`src/rtl/memory_arbiter_pkg.sv`:
```
// Shared types and constants for the two-port memory arbiter.
package memory_arbiter_pkg;

    localparam int DEF_ADDR_W = 28;
    localparam int DEF_DATA_W = 128;

    localparam logic PORT_D = 1'b0;
    localparam logic PORT_I = 1'b1;

    typedef enum logic [1:0] {
        IDLE,
        ISSUE,
        WAIT,
        COMPLETE
    } arb_state_e;

    typedef enum logic {
        OP_READ,
        OP_WRITE
    } mem_op_e;

endpackage

```
`src/rtl/memory_arbiter_rr.sv`:
```
// Two-way round-robin pick between the data and instruction ports, remembering
// which port completed last so a tie goes to the other one.
module memory_arbiter_rr
    import memory_arbiter_pkg::*;
(
    input  logic CLK,
    input  logic RESET,
    input  logic req_d,
    input  logic req_i,
    input  logic update,
    input  logic served,
    output logic grant_valid,
    output logic grant
);

    logic last_served;

    // Starting from I means the data port wins the first tie after reset.
    always_ff @(posedge CLK or negedge RESET) begin
        if (!RESET) begin
            last_served <= PORT_I;
        end else if (update) begin
            last_served <= served;
        end
    end

    always_comb begin
        grant_valid = req_d | req_i;
        if (req_d && req_i) begin
            grant = (last_served == PORT_D) ? PORT_I : PORT_D;
        end else if (req_i) begin
            grant = PORT_I;
        end else begin
            grant = PORT_D;
        end
    end

endmodule

```
`src/rtl/memory_arbiter.sv`:
```
// Arbitrates a data cache and an instruction cache onto one blocking memory
// port: one access in flight, round-robin grant, sticky timeout flag.
module memory_arbiter
    import memory_arbiter_pkg::*;
#(
    parameter int ADDR_W  = DEF_ADDR_W,
    parameter int DATA_W  = DEF_DATA_W,
    parameter int TIMEOUT = 1024
) (
    input  logic              CLK,
    input  logic              RESET,
    input  logic              D_READ,
    input  logic              D_WRITE,
    input  logic [ADDR_W-1:0] D_ADDRESS,
    input  logic [DATA_W-1:0] D_WRITEDATA,
    output logic [DATA_W-1:0] D_READDATA,
    output logic              D_BUSYWAIT,
    input  logic              I_READ,
    input  logic [ADDR_W-1:0] I_ADDRESS,
    output logic [DATA_W-1:0] I_READDATA,
    output logic              I_BUSYWAIT,
    output logic              MEM_READ,
    output logic              MEM_WRITE,
    output logic [ADDR_W-1:0] MEM_ADDRESS,
    output logic [DATA_W-1:0] MEM_WRITEDATA,
    input  logic [DATA_W-1:0] MEM_READDATA,
    input  logic              MEM_BUSYWAIT,
    output logic              ERROR
);

    localparam int               CNT_W      = $clog2(TIMEOUT + 1);
    localparam logic [CNT_W-1:0] STALL_LAST = CNT_W'(TIMEOUT - 1);
    localparam logic [CNT_W-1:0] STALL_MAX  = CNT_W'(TIMEOUT);

    arb_state_e        state, state_next;
    logic              grant_q;
    mem_op_e           op_q;
    logic [ADDR_W-1:0] addr_q;
    logic [DATA_W-1:0] wdata_q;
    logic [DATA_W-1:0] d_rdata_q, i_rdata_q;
    logic [CNT_W-1:0]  stall_cnt;
    logic              error_q;

    logic d_pending, i_pending;
    logic grant_valid, grant;
    logic accept, capture, expire;

    assign d_pending = D_READ | D_WRITE;
    assign i_pending = I_READ;

    memory_arbiter_rr u_rr (
        .CLK         (CLK),
        .RESET       (RESET),
        .req_d       (d_pending),
        .req_i       (i_pending),
        .update      (state == COMPLETE),
        .served      (grant_q),
        .grant_valid (grant_valid),
        .grant       (grant)
    );

    always_comb begin
        // NOTE: every signal driven here gets a default first, so no branch
        // can leave one unassigned and infer a latch.
        state_next = state;
        accept     = 1'b0;
        capture    = 1'b0;
        expire     = 1'b0;
        MEM_READ   = 1'b0;
        MEM_WRITE  = 1'b0;
        D_BUSYWAIT = d_pending;
        I_BUSYWAIT = i_pending;
        case (state)
            IDLE: begin
                if (grant_valid) begin
                    accept     = 1'b1;
                    state_next = ISSUE;
                end
            end
            ISSUE: begin
                MEM_READ   = (op_q == OP_READ);
                MEM_WRITE  = (op_q == OP_WRITE);
                state_next = WAIT;
            end
            WAIT: begin
                MEM_READ  = (op_q == OP_READ);
                MEM_WRITE = (op_q == OP_WRITE);
                if (!MEM_BUSYWAIT) begin
                    capture    = (op_q == OP_READ);
                    state_next = COMPLETE;
                end else if (stall_cnt >= STALL_LAST) begin
                    // This stall cycle reaches TIMEOUT: give up, data untouched.
                    expire     = 1'b1;
                    state_next = COMPLETE;
                end
            end
            COMPLETE: begin
                if (grant_q == PORT_D) begin
                    D_BUSYWAIT = 1'b0;
                end else begin
                    I_BUSYWAIT = 1'b0;
                end
                state_next = IDLE;
            end
            default: state_next = IDLE;
        endcase
    end

    always_ff @(posedge CLK or negedge RESET) begin
        if (!RESET) begin
            state     <= IDLE;
            grant_q   <= PORT_D;
            op_q      <= OP_READ;
            addr_q    <= '0;
            wdata_q   <= '0;
            stall_cnt <= '0;
            error_q   <= 1'b0;
        end else begin
            // NOTE: non-blocking assignments keep every register sampling the
            // pre-edge values, independent of statement order.
            state <= state_next;
            if (accept) begin
                grant_q   <= grant;
                stall_cnt <= '0;
                if (grant == PORT_D) begin
                    addr_q  <= D_ADDRESS;
                    wdata_q <= D_WRITEDATA;
                    op_q    <= D_WRITE ? OP_WRITE : OP_READ;
                end else begin
                    addr_q  <= I_ADDRESS;
                    wdata_q <= '0;
                    op_q    <= OP_READ;
                end
            end else if (state == WAIT && stall_cnt != STALL_MAX) begin
                stall_cnt <= stall_cnt + 1'b1;
            end
            if (expire) begin
                error_q <= 1'b1;
            end
        end
    end

    always_ff @(posedge CLK or negedge RESET) begin
        if (!RESET) begin
            d_rdata_q <= '0;
            i_rdata_q <= '0;
        end else if (capture) begin
            if (grant_q == PORT_D) begin
                d_rdata_q <= MEM_READDATA;
            end else begin
                i_rdata_q <= MEM_READDATA;
            end
        end
    end

    assign MEM_ADDRESS   = addr_q;
    assign MEM_WRITEDATA = wdata_q;
    assign D_READDATA    = d_rdata_q;
    assign I_READDATA    = i_rdata_q;
    assign ERROR         = error_q;

endmodule
```
`config.mk`:
```
export PLATFORM = sky130hd
export DESIGN_NAME = memory_arbiter
export DESIGN_NICKNAME = d
export VERILOG_FILES = /design/src/rtl/memory_arbiter_pkg.sv /design/src/rtl/memory_arbiter_rr.sv /design/src/rtl/memory_arbiter.sv
export SDC_FILE = /design/constraint.sdc
export NUM_CORES = 1
export LEC_CHECK = 0
export ABC_CLOCK_PERIOD_IN_PS = 2600
export CORE_AREA = 2 2 284 286
export DETAILED_ROUTE_END_ITERATION = 7
export DIE_AREA = 0 0 286 288
export PLACE_DENSITY_LB_ADDON = 0.1
export RECOVER_POWER = 100
export REMOVE_ABC_BUFFERS = 1
export SKIP_CTS_REPAIR_TIMING = 1
export SLEW_MARGIN = 20
export SYNTH_ARGS = -nofsm -noshare
export SYNTH_HDL_FRONTEND = slang
export SYNTH_HIERARCHICAL = 1
export SYNTH_SLANG_ARGS = --single-unit
```
`constraint.sdc`:
```
create_clock -name CLK -period 2.6 [get_ports CLK]
set_input_delay 0.39 -clock CLK [delete_from_list [all_inputs] [get_ports CLK]]
set_output_delay 0.39 -clock CLK [all_outputs]
set_load 0.005 [all_outputs]
```
==> results of run 1 <==
area by class of cell:
cell class	instances	area (µm²)
antenna	4	10.0
clock buffer	77	1570
clock inverter	9	125
fill	8002	52000
inverter	8	30.0
multi-input combinational	803	5980
sequential	429	10700
tap	1060	1330
timing repair buffer	796	7900
registers in the layout (all words and copies together), names as in the netlist, 2 cells and up:
| register | cells |
|---|---|
| D_READDATA | 128 |
| I_READDATA | 128 |
| MEM_WRITEDATA | 128 |
| MEM_ADDRESS | 28 |
| stall_cnt | 11 |
| state | 2 |
metal layers:
metal  global-route usage [%]  vias to the layer above  wire [µm]
met5                        0                        -         46
met4                     3.49                        8        996
met3                     6.66                       78       6600
met2                     25.6                      498      31500
met1                     17.5                     6346      24500
li1                         -                     6024          -
kinds of logic (layout without fill, tap and decap cells):
kind of cell / count (synthesis) / in the layout / share of synthesized area, %
and+or+nand+nor: 457 / 457 / 12.6
xor gates and xnor gates: 7 / 7 / 0.338
adders and majority gates: 6 / 6 / 0.414
other: 0 / 4 / 0
DFF: 429 / 429 / 59.2
AOI/OAI and AO/OA: 47 / 47 / 1.44
muxes: 286 / 286 / 21.7
buffers and inverters: 90 / 890 / 4.33
power groups by stage:
stage / registers (µW) / clock network, µW / logic [µW]
2_1_floorplan: 11700 / 0 / 5850
3_3_place_gp: 11600 / 0 / 15200
3_5_place_dp: 11700 / 0 / 15200
4_1_cts: 11600 / 7580 / 15300
5_1_grt: 11800 / 7880 / 13500
6_report: 11300 / 7250 / 12300
cell usage in the layout, fill, tap and decap left out, types with 3 or more instances in the layout:
| cell | netlist | final |
|---|---|---|
| buf_4 | 0 | 15 |
| clkinv_2 | 0 | 4 |
| nor4_1 | 4 | 4 |
| clkbuf_1 | 37 | 27 |
| mux2_1 | 8 | 182 |
| inv_1 | 7 | 8 |
| dfrtp_1 | 428 | 428 |
| nand3_1 | 6 | 6 |
| nor2_1 | 9 | 9 |
| dlygate4sd3_1 | 0 | 417 |
| nand3b_1 | 129 | 129 |
| o21ai_0 | 32 | 33 |
| clkbuf_16 | 0 | 54 |
| ha_1 | 6 | 6 |
| mux2i_1 | 28 | 28 |
| mux2_2 | 49 | 49 |
| mux2_4 | 201 | 27 |
| nand2_1 | 294 | 294 |
| clkbuf_4 | 0 | 9 |
| buf_12 | 26 | 13 |
| diode_2 | 0 | 4 |
| clkbuf_2 | 0 | 7 |
| clkdlybuf4s50_1 | 0 | 317 |
| clkbuf_8 | 0 | 13 |
| xnor2_1 | 5 | 5 |
| or3_1 | 3 | 3 |
| a21oi_1 | 3 | 3 |
worst register-to-register path, cell delays in order (launching register included):
cell and delay, ns:
dfrtp_1 0.39, inv_1 0.11, ha_1 0.18, inv_1 0.12
nor4_4 0.38, buf_12 0.25, clkbuf_4 0.44, mux2_1 0.38
Yosys cell counts:
master | number | area, µm²
nor4_1 | 4 | 25.0
inv_2 | 1 | 3.75
o31ai_1 | 1 | 7.51
o21ai_1 | 1 | 5.00
o21a_1 | 1 | 7.51
buf_2 | 8 | 40.0
nor2b_1 | 1 | 6.26
buf_12 | 26 | 521
nand4_1 | 2 | 12.5
buf_6 | 2 | 22.5
a21oi_1 | 3 | 15.0
clkbuf_1 | 37 | 139
a21boi_0 | 3 | 22.5
nand3b_1 | 129 | 968
inv_1 | 7 | 26.3
nand2_1 | 294 | 1100
xor2_1 | 2 | 17.5
a31oi_1 | 2 | 12.5
dfstp_2 | 1 | 26.3
mux2_4 | 201 | 3020
nor4_4 | 2 | 42.5
nor4bb_1 | 1 | 10.0
mux2_1 | 8 | 90.1
nand3_1 | 6 | 30.0
dfrtp_1 | 428 | 10700
or2_2 | 2 | 12.5
a21o_1 | 2 | 15.0
mux2_2 | 49 | 552
mux2i_1 | 28 | 280
a2bb2oi_1 | 1 | 8.76
buf_1 | 9 | 33.8
o21bai_1 | 1 | 7.51
ha_1 | 6 | 75.1
or3_1 | 3 | 18.8
nor3_1 | 1 | 5.00
and2_1 | 2 | 12.5
nor2_1 | 9 | 33.8
nand2b_1 | 1 | 6.26
o21ai_0 | 32 | 160
xnor2_1 | 5 | 43.8
stage by stage:
| step | total power, µW | std cells |
|---|---|---|
| 2_1_floorplan | 17500 | 1240 |
| 3_3_place_gp | 26800 | 3095 |
| 3_5_place_dp | 26900 | 3095 |
| 4_1_cts | 34500 | 3181 |
| 5_1_grt | 33100 | 3185 |
| 6_report | 30900 | 3186 |
worst min path at each step:
stage                          from  cells after the start  slack (ns)                end
global placement              RESET                      1        0.36     I_READDATA[21]
floorplan                     RESET                      0        0.09      D_READDATA[0]
CTS                           RESET                      1       -0.31     I_READDATA[21]
finish              D_WRITEDATA[96]                      3        0.35  MEM_WRITEDATA[96]
global route        D_WRITEDATA[96]                      3        0.31  MEM_WRITEDATA[96]
detailed placement            RESET                      1        0.36     I_READDATA[21]
==> impl_metrics.tcl, run 1 <==
set metrics [dict create \
    status "complete, no violations" \
    fin_crit_ns 2.45 \
    reg2regPathDepth 7 \
    place_area_mm2 0.0269 \
    crit_buf_inv 1 \
    drc 0 \
    dpl.hpwl_um 47900 \
    cp.depth 3 \
    grt_max_degree 65 \
    cts_buffers 53 \
    final.setup.worst_slack_ns 0.153 \
    crit_fanout 4 \
    initial_utilization_pct 22.8 \
    setup_viol 0 \
    synth_area_mm2 0.0181 \
    hold_path.class "input pin to register" \
    crit_path_end_kind "output port" \
    clkSlewWorstSetupHoldPaths_ns 0.06 \
    cts_tree "built" \
    crit_family "buffers and inverters" \
    cellPowerDensity_mw_per_mm2 1120 \
    drive_gt1_share_pct 9.61 \
    die_area_mm2 0.0824 \
    antenna_found_initial 7 \
    switchingPower_uw 9790 \
    slew_violations 0 \
    rsz0062_at_grt "no" \
    drt-initial-drc-count 403 \
    nets 2415 \
    p_sw_share_pct 31.7 \
    worstSetupStartpoint "state[1]" \
    ys_warn_count 6 \
    wire_per_inst_um 20.0 \
    holdWs_ns 0.346 \
    area_growth_pct 52.5 \
    ant_nets 0 \
    r2r_end "I_READDATA[21]" \
    slowest_delay_ns 0.63 \
    synth_seq_cells 429 \
    clk_path_buf_depth 3 \
    clock-sinks 429 \
    final.period_utilization_pct 94.1 \
    internal_power_uw 21100 \
    cp-endpoint "I_BUSYWAIT" \
    gp_congestion 0.780 \
    grt_overflow 0 \
    vias 12954 \
    power_frac_comb_pct 39.8 \
    grt_pass1_vias 13766 \
    relSlewSlack_pct 3.98 \
    root_buffer "clkbuf_16" \
    seq_area_frac_synth_pct 59.2 \
    die_w_um 286 \
    tightest_slew_ns 1.44 \
    h-tree-depth 2 \
    ys_types 40 \
    pwr-share-clk_pct 23.5 \
    r2r-start "state[0]" \
    synthCells 1322 \
    place_ws_ns 0.130 \
    clock_latency_ns 0.60 \
    finalWirelength_um 63600 \
    numPortBuffers 734 \
    via_per_inst 4.07 \
    leakage_uw 0.0124 \
    rows 104 \
    maxCapViolations 0 \
    post-route-util_pct 34.8 \
    ir_worst_vdd_mv 0.388 \
    grt_pass1_wl_um 94400 \
    design_area_mm2 0.0277 \
    cp_slowest_cell "dlygate4sd3_1" \
    fmax_ghz 0.409 \
    pin_count 735 \
    core_area_mm2 0.0796 \
    critPathLaunchType "register" \
    reg2reg_slack_ns 0.24 \
    arrival_ns 2.06 \
    syn_area_per_cell_um2 13.7 \
    seqPwrFrac_pct 36.7 \
    crit_type "register to output port" \
    fp.dieH_um 288 \
    grt.total_usage_pct 15.1 \
    tns_ns 0 \
    finalHoldViolations 0 \
    crit_chain "ha_1, a21boi_0, dlygate4sd3_1" \
    drtPass1Iterations 4 \
    finClkSkew_ns 0.0228 \
    critPathRequiredTime_ns 2.21 \
]
Power figures use the tool's default switching activity.
==> run 2, diff against run 1 <==
- REMOVE_ABC_BUFFERS: 1 -> default
==> impl_metrics.tcl, run 2 (synthesized netlist as in run 1, its figures left out) <==
set metrics [dict create \
    status "finished, violations left" \
    violations "capacitance limit, slew limit" \
    grt_pass1_wl_um 94800 \
    drt-initial-drc-count 544 \
    fp.dieH_um 288 \
    vias 12976 \
    grt_overflow 0 \
    hold_depth 3 \
    grt_max_degree 88 \
    arrival_ns 2.04 \
    cts_buffers 55 \
    layout_commonest_cell "dfrtp_1" \
    die_area_mm2 0.0824 \
    grt.total_usage_pct 15.2 \
    slew_violations 2 \
    reg2regPathDepth 7 \
    fmax_ghz 0.412 \
    critPathLaunchType "register" \
    h-tree-depth 2 \
    area_growth_pct 52.5 \
    dpl.hpwl_um 47300 \
    multiInputGateArea_mm2 0.00600 \
    finalWirelength_um 63700 \
    antenna_found_initial 14 \
    hold_path.class "input pin to register" \
    r2r_end "I_READDATA[22]" \
    ir_worst_vdd_mv 0.473 \
    slowest_delay_ns 0.61 \
    die_w_um 286 \
    wire_per_inst_um 20.0 \
    relSlewSlack_pct -0.00970 \
    crit_chain "ha_1, a21boi_0, clkdlybuf4s50_1" \
    leakage_uw 0.0124 \
    clkSlewWorstSetupHoldPaths_ns 0.06 \
    via_per_inst 4.08 \
    rows 104 \
    drtPass1Iterations 4 \
    place_area_mm2 0.0267 \
    crit_type "register to output port" \
    fin_crit_ns 2.43 \
    mostFrequentLayoutCells "427 x dfrtp_1, 415 x dlygate4sd3_1, 316 x clkdlybuf4s50_1, 294 x nand2_1, 172 x mux2_1" \
    tightest_slew_ns 1.50 \
    initial_utilization_pct 22.8 \
    fillers 8064 \
    critPathRequiredTime_ns 2.21 \
    tns_ns 0 \
    root_buffer "clkbuf_16" \
    clock-sinks 429 \
    ant_nets 0 \
    drc 0 \
    crit_path_end_kind "output port" \
    rsz0062_at_grt "no" \
    crit_fanout 3 \
    maxCapViolations 1 \
    setup_viol 0 \
    min_to "MEM_WRITEDATA[73]" \
    r2r-start "state[0]" \
    clk_path_buf_depth 3 \
    clock_latency_ns 0.59 \
    met2_length_um 31700 \
    syn_nets 1646 \
    design_area_mm2 0.0277 \
    numPortBuffers 734 \
    reg2reg_slack_ns 0.20 \
    gp_congestion 0.794 \
    ff_latch_area_mm2 0.0107 \
    cp_slowest_cell "clkdlybuf4s50_1" \
    finalHoldViolations 0 \
    cts_tree "built" \
    wl_met3_um 6570 \
    wl_met1_um 24100 \
    core_area_mm2 0.0796 \
    highest_layer "met5" \
    hold_path.startpoint "D_WRITEDATA[73]" \
    finClkSkew_ns 0.0276 \
    grt_pass1_vias 14007 \
    nets 2397 \
    pin_count 735 \
    drive_gt1_share_pct 10.2 \
    cellPowerDensity_mw_per_mm2 1120 \
    final.period_utilization_pct 93.4 \
]
run 2: cell types whose count changed in the layout (fill, tap and decap cells not counted), sizes merged:
cell | before | now
diode | 4 | 5
clkbuf | 110 | 95
clkdlybuf4s50 | 317 | 316
clkinv | 6 | 20
bufinv | 2 | 0
dlygate4sd3 | 417 | 415
run 2: final cells by class:
cell class / instances / area share, %
clock inverters: 21 / 0.434
repair buffers: 776 / 28.3
well taps: 1060 / 4.79
clock buffers: 79 / 5.82
flip-flops and latches: 429 / 38.8
multi-input cells: 803 / 21.7
diodes: 5 / 0.0452
inverters: 8 / 0.109
run 2: power breakdown:
part / internal, µW / total [µW] / switching [µW]
logic: 6960 / 12300 / 5330
registers: 9800 / 11300 / 1540
clock network: 4280 / 7280 / 3000
total: 21000 / 30900 / 9860
run 2: worst max-delay path, delay by kind of cell, from the launching register on:
kind	cells	cell delay, ns
adder cells (fa/ha/maj)	1	0.25
AO/OA/AOI/OAI	1	0.19
buffers and inverters	1	0.61
flip-flops	1	0.41
run 2: how the worst max path moves through the flow:
stage                            to  slack, ns    startpoint
floorplan           D_READDATA[100]       0.64      state[0]
global placement           state[1]       0.21       D_WRITE
CTS                        MEM_READ     -0.005      state[0]
global route         I_READDATA[54]       0.03      state[0]
finish                   I_BUSYWAIT       0.17      state[0]
detailed placement  D_READDATA[115]       0.22  MEM_BUSYWAIT
run 2: metal layers:
layer  GRT usage (%)  vias up
met3            6.92       89
met5               0        -
met1            17.2     6390
met2            25.8      482
li1                -     5997
met4            3.95       18
run 2: metrics by stage:
step,hold WS [ns],std cells,total power [µW],util (%),setup slack [ns]
floorplan,0.0944,1322,17600,-,0.643
global placement,0.364,3075,26700,33.5,0.209
detailed placement,0.369,3075,26800,33.5,0.225
CTS,-0.282,3175,34400,35.7,-0.00481
global route,0.328,3181,33100,34.7,0.0321
finish,0.353,3181,30900,34.7,0.172
==> run 3, diff against run 2 <==
- ABC_CLOCK_PERIOD_IN_PS: 2600 -> default
- SKIP_LAST_GASP: default -> 1
==> results of run 3 <==
The final DEF is identical to that of run 2; final timing and power are the same.
